===== src/rtl/regfile_scoreboard.sv =====
// 32 x DW register file with a per-register pending-write scoreboard,
// two bypassed read ports and an issue-stage stall.
module regfile_scoreboard #(
  parameter int DW   = 32,
  parameter int NREG = 32
) (
  input  logic          Clk,
  input  logic          Clrn,
  input  logic [4:0]    Ra1,
  input  logic [4:0]    Ra2,
  input  logic          Use1,
  input  logic          Use2,
  output logic [DW-1:0] Qa,
  output logic [DW-1:0] Qb,
  input  logic          Issue,
  input  logic [4:0]    IssueWn,
  output logic          Stall,
  input  logic          Wb,
  input  logic [4:0]    Wn,
  input  logic [DW-1:0] D,
  output logic [5:0]    OutCnt,
  output logic          WbOrphan
);

  logic [DW-1:0]   regs_q [NREG];
  logic [DW-1:0]   regs_d [NREG];
  logic [NREG-1:0] busy_q, busy_d;
  logic [5:0]      out_cnt_q, out_cnt_d;
  logic            orphan_q, orphan_d;

  logic wb_hit, haz1, haz2, hazw, stall, acc, dec;

  // A write-back in the same cycle retires the hazard it would otherwise cause.
  always_comb begin
    wb_hit = Wb && (Wn != 5'd0);
    haz1   = (Ra1 != 5'd0) && busy_q[Ra1] && !(Wb && (Wn == Ra1));
    haz2   = (Ra2 != 5'd0) && busy_q[Ra2] && !(Wb && (Wn == Ra2));
    hazw   = (IssueWn != 5'd0) && busy_q[IssueWn] && !(Wb && (Wn == IssueWn));
    stall  = Issue && ((Use1 && haz1) || (Use2 && haz2) || hazw);
    acc    = Issue && !stall && (IssueWn != 5'd0);
    dec    = wb_hit && busy_q[Wn];

    busy_d = busy_q;
    if (wb_hit) busy_d[Wn] = 1'b0;
    if (acc) busy_d[IssueWn] = 1'b1;
    busy_d[0] = 1'b0;

    regs_d = regs_q;
    if (wb_hit) regs_d[Wn] = D;

    out_cnt_d = out_cnt_q;
    if (acc && !dec) out_cnt_d = out_cnt_q + 6'd1;
    else if (dec && !acc) out_cnt_d = out_cnt_q - 6'd1;

    orphan_d = orphan_q | (wb_hit && !busy_q[Wn]);
  end

  always_ff @(posedge Clk or negedge Clrn) begin
    if (!Clrn) begin
      for (int i = 0; i < NREG; i++) regs_q[i] <= '0;
      busy_q    <= '0;
      out_cnt_q <= '0;
      orphan_q  <= 1'b0;
    end else begin
      regs_q    <= regs_d;
      busy_q    <= busy_d;
      out_cnt_q <= out_cnt_d;
      orphan_q  <= orphan_d;
    end
  end

  always_comb begin
    if (Ra1 == 5'd0) Qa = '0;
    else if (Wb && (Wn == Ra1)) Qa = D;
    else Qa = regs_q[Ra1];

    if (Ra2 == 5'd0) Qb = '0;
    else if (Wb && (Wn == Ra2)) Qb = D;
    else Qb = regs_q[Ra2];
  end

  assign Stall    = stall;
  assign OutCnt   = out_cnt_q;
  assign WbOrphan = orphan_q;

endmodule


===== config.mk =====
export PLATFORM = sky130hd
export DESIGN_NAME = regfile_scoreboard
export DESIGN_NICKNAME = d
export VERILOG_FILES = /design/src/rtl/regfile_scoreboard.sv
export SDC_FILE = /design/constraint.sdc
export NUM_CORES = 2
export LEC_CHECK = 0
export ABC_AREA = 1
export CAP_MARGIN = 25
export CORE_MARGIN = 2
export CORE_UTILIZATION = 43
export CTS_CLUSTER_SIZE = 20
export DETAILED_ROUTE_END_ITERATION = 8
export PLACE_DENSITY = 0.56
export SLEW_MARGIN = 0
export SYNTH_ARGS = -nofsm -noshare
export SYNTH_HDL_FRONTEND = slang
export SYNTH_SLANG_ARGS = --single-unit

===== constraint.sdc =====
create_clock -name Clk -period 3.4 [get_ports Clk]
set_clock_uncertainty 0.15 [all_clocks]
set_input_delay 0.34 -clock Clk [delete_from_list [all_inputs] [get_ports Clk]]
set_output_delay 0.34 -clock Clk [all_outputs]
set_load 0.05 [all_outputs]

==> flow_metrics.py <==
metrics = {
    "setup_path": {
        "crit_fanout": 26,
        "cp_data_arrival_time_ns": 2.85,
        "worstPathRequired_ns": 2.91,
        "path_class": "in2out",
        "reg2reg_depth": 18,
        "setup.worst_path.start_class": "input port",
        "cp-end-kind": "primary output",
        "reg2reg_slack_ns": 0.22,
    },
    "sta": {
        "setup_viol": 0,
        "drv_slew": 0,
        "slew_headroom": 0.2860,
        "tightest_slew_ns": 1.071,
        "layout_min_cycle_time_ns": 3.339,
        "hold-worst-slack_ns": 0.04496,
        "fin_crit_sh": 0.9821,
        "max_freq_ghz": 0.2995,
        "hold_viol_final": 0,
    },
    "synthesis": {
        "synth_fp_nets": 8145,
        "synthCells": 8081,
        "syn_area_um2": 59620,
        "ys_types": 37,
        "synth-seq-area-share": 0.4457,
        "syn_area_per_cell_um2": 7.378,
        "synth_warnings": 0,
        "ys_ff_latch": 1062,
    },
    "layout": {
        "drive_above_1_share": 0.09161,
        "n_fill_cell": 13440,
        "nets": 7982,
        "final_core_util": 0.5012,
        "multi_input_area_um2": 27110,
        "seq_area_um2": 26580,
        "area_growth_pct": 15.58,
    },
    "route": {
        "drt_wl_total_um": 255100,
        "wl_per_cell_um": 26.01,
        "vias": 59900,
        "drt-initial-drc-count": 7987,
        "drc": 0,
        "ant_nets": 0,
        "first_pass_iters": 6,
        "viasPerCell": 6.107,
    },
    "grt": {
        "grt_use_total": 0.3563,
        "grt_remaining_overflow": 0,
        "grt_pass1_wl_um": 377200,
        "grt_max_degree": 128,
        "antenna_found_initial": 11,
        "grt_pass1_vias": 55570,
    },
    "clock_tree": {
        "cts-root-buf": "clkbuf_16",
        "numCtsBuffers": 130,
        "tritoncts": "built",
        "clock_latency_ns": 0.77,
        "cts_sinks": 1062,
        "clkTransAtPathRegs_ns": 0.05,
        "post-cts-setup-buffers": 0,
        "cts_buffer_depth": 3,
        "cts_max_level": 4,
    },
    "die": {
        "core_um2": 137500,
        "dieHeight_um": 376.4,
        "fp.dieW_um": 376.4,
        "initial_core_util": 0.4336,
        "io_pins": 130,
        "dieArea_um2": 141700,
        "fp-row-count": 136,
    },
    "flow_run": {
        "maxCapViolCount": 0,
    },
    "pwr": {
        "peakVddDrop_mv": 0.4273,
        "p_sw_frac": 0.3280,
        "internal_power_mw": 26.96,
        "p_leak_nw": 30.72,
        "p_seq_frac": 0.414,
        "p_clk_frac": 0.361,
        "p_total_mw": 40.12,
        "pwr-share-comb": 0.225,
        "netSwitchingPower_mw": 13.16,
        "p_per_area_nw_per_um2": 582.3,
    },
    "run_status": {
        "status": "finished, final reports clean",
    },
    "place": {
        "gp_congestion": 0.9366,
        "hpwl_um": 150700,
        "port_buffers": 129,
    },
    "hold_path": {
        "hold_depth": 3,
        "holdCritPathClass": "in2reg",
    },
}
-- cells in the mapped netlist --
cell type     n  share of area
o21ai_0    1698           0.14
nand2_1    1633           0.10
dfrtp_1    1062           0.45
a21oi_1     684          0.057
inv_1       645          0.041
nand3_1     637          0.053
clkbuf_1    394          0.025
o211ai_1    313          0.039
buf_2       284          0.024
nor2_1      240          0.015
o21ai_1     164          0.014
o2111ai_1    82          0.012
buf_4        56         0.0071
buf_1        39         0.0025
buf_6        20         0.0038
nor3_1       20         0.0017
o22ai_1      19         0.0020
inv_2        16         0.0010
o221ai_1     16         0.0024
nor2_4        9         0.0017
nand4_1       7        0.00073
clkbuf_2      6        0.00050
nor2_2        6        0.00063
ha_1          5         0.0010
nor3_2        5        0.00084
nand2_2       4        0.00042
or2_2         3        0.00031
a31oi_1       2        0.00021
clkinv_1      2        0.00013
o31ai_1       2        0.00025
xor2_1        2        0.00029
a221oi_1      1        0.00015
fa_1          1        0.00034
nand3_2       1        0.00017
o21ai_2       1        0.00015
o21bai_1      1        0.00013
xnor2_1       1        0.00015
-- metrics by stage --
stage | setup WS, ns | instance area, um^2 | std cells | setup TNS (ns)
3_5_place_dp | -0.4644 | 64450 | 9577 | -1.985
3_3_place_gp | -0.5224 | 64450 | 9577 | -1.833
5_1_grt | -0.02818 | 68900 | 9806 | -0.02837
6_report | 0.06083 | 68910 | 9808 | 0
2_1_floorplan | 0.4010 | 59620 | 8081 | 0
4_1_cts | 0.009710 | 68850 | 9806 | 0
-- cell usage in the layout (no fill, tap or decap), drive strengths merged --
master         count
dfrtp           1062
inv              668
nand3            638
o221ai            16
o21ai           1863
xnor2              1
nor3              25
dlygate4sd3        3
or2                3
a221oi             1
o22ai             19
diode              2
buf              448
fa                 1
clkbuf           189
ha                 5
a31oi              2
o211ai           313
o21bai             1
clkdlybuf4s50     53
o2111ai           82
nand2           1637
bufinv            11
clkinv            21
a21oi            684
o31ai              2
nor2             255
nand4              7
xor2               2
-- final timing paths --
check / from / end
worst max register to register: busy_q[27] / OutCnt[5]
max in group asynchronous: Clrn / regs_q[49]
min in group asynchronous: Clrn / regs_q[500]
worst min-delay path: D[26] / regs_q[90]
worst max-delay path: Wn[1] / Qa[2]
worst min register to register: regs_q[1013] / regs_q[1013]
-- power groups by stage --
stage                     Sequential (mW)  Clock (mW)  Combinational (mW)
after floorplan                      16.5           0                5.66
after global placement               16.7           0                8.76
after detailed placement             16.7           0                8.91
after CTS                            16.5        14.7                8.94
after global routing                 16.9        15.2                10.1
final                                16.6        14.5                9.03
-- final cells by class --
| cell class | count | area share |
|---|---|---|
| multi-input combinational | 5557 | 0.3934 |
| sequential | 1062 | 0.3857 |
| timing repair buffer | 504 | 0.08832 |
| clock buffer | 189 | 0.05545 |
| inverter | 663 | 0.03655 |
| tap | 1794 | 0.03257 |
| clock inverter | 37 | 0.007971 |
| antenna | 2 | 0.00007263 |
-- critical path: stages --
cell and delay (ns):
clkdlybuf4s50_1 0.57, inv_2 0.09, buf_4 0.16, o22ai_1 0.12
nor2_1 0.09, nand3_4 0.08, buf_6 0.32, o21ai_0 0.13
a21oi_1 0.69, buf_12 0.22
-- state kept, by name, summed over array words and instances, names as in the netlist --
| register | count |
|---|---|
| regs_q | 1024 |
| busy_q | 31 |
| OutCnt | 6 |
| WbOrphan | 1 |
-- kinds of logic (layout without fill, tap and decap cells) --
group	Yosys count	in the layout	synth area share
buffers and inverters	1462	1393	0.1042
adder cells (fa/ha/maj)	6	6	0.001385
other	0	2	0
AND/OR/NAND/NOR	2565	2565	0.1779
XOR/XNOR	3	3	0.0004408
AO/OA/AOI/OAI	2983	2983	0.2704
flip-flops	1062	1062	0.4457
-- per-layer routing --
metal	routed length, um	up-vias	global-route usage
li1	-	26960	-
met4	11700	8	0.1517
met3	26510	630	0.07443
met1	106900	28920	0.5003
met2	110000	3382	0.5315
met5	46	-	0
-- what timing repair did --
action | CTS | global route
gates resized for setup | 2 | 22
setup endpoints to repair | 17 | 37
hold buffers | 3 | 0
endpoints found under the hold margin | 487 | 0
pin swaps | 0 | 1
Power figures use the tool's default switching activity.
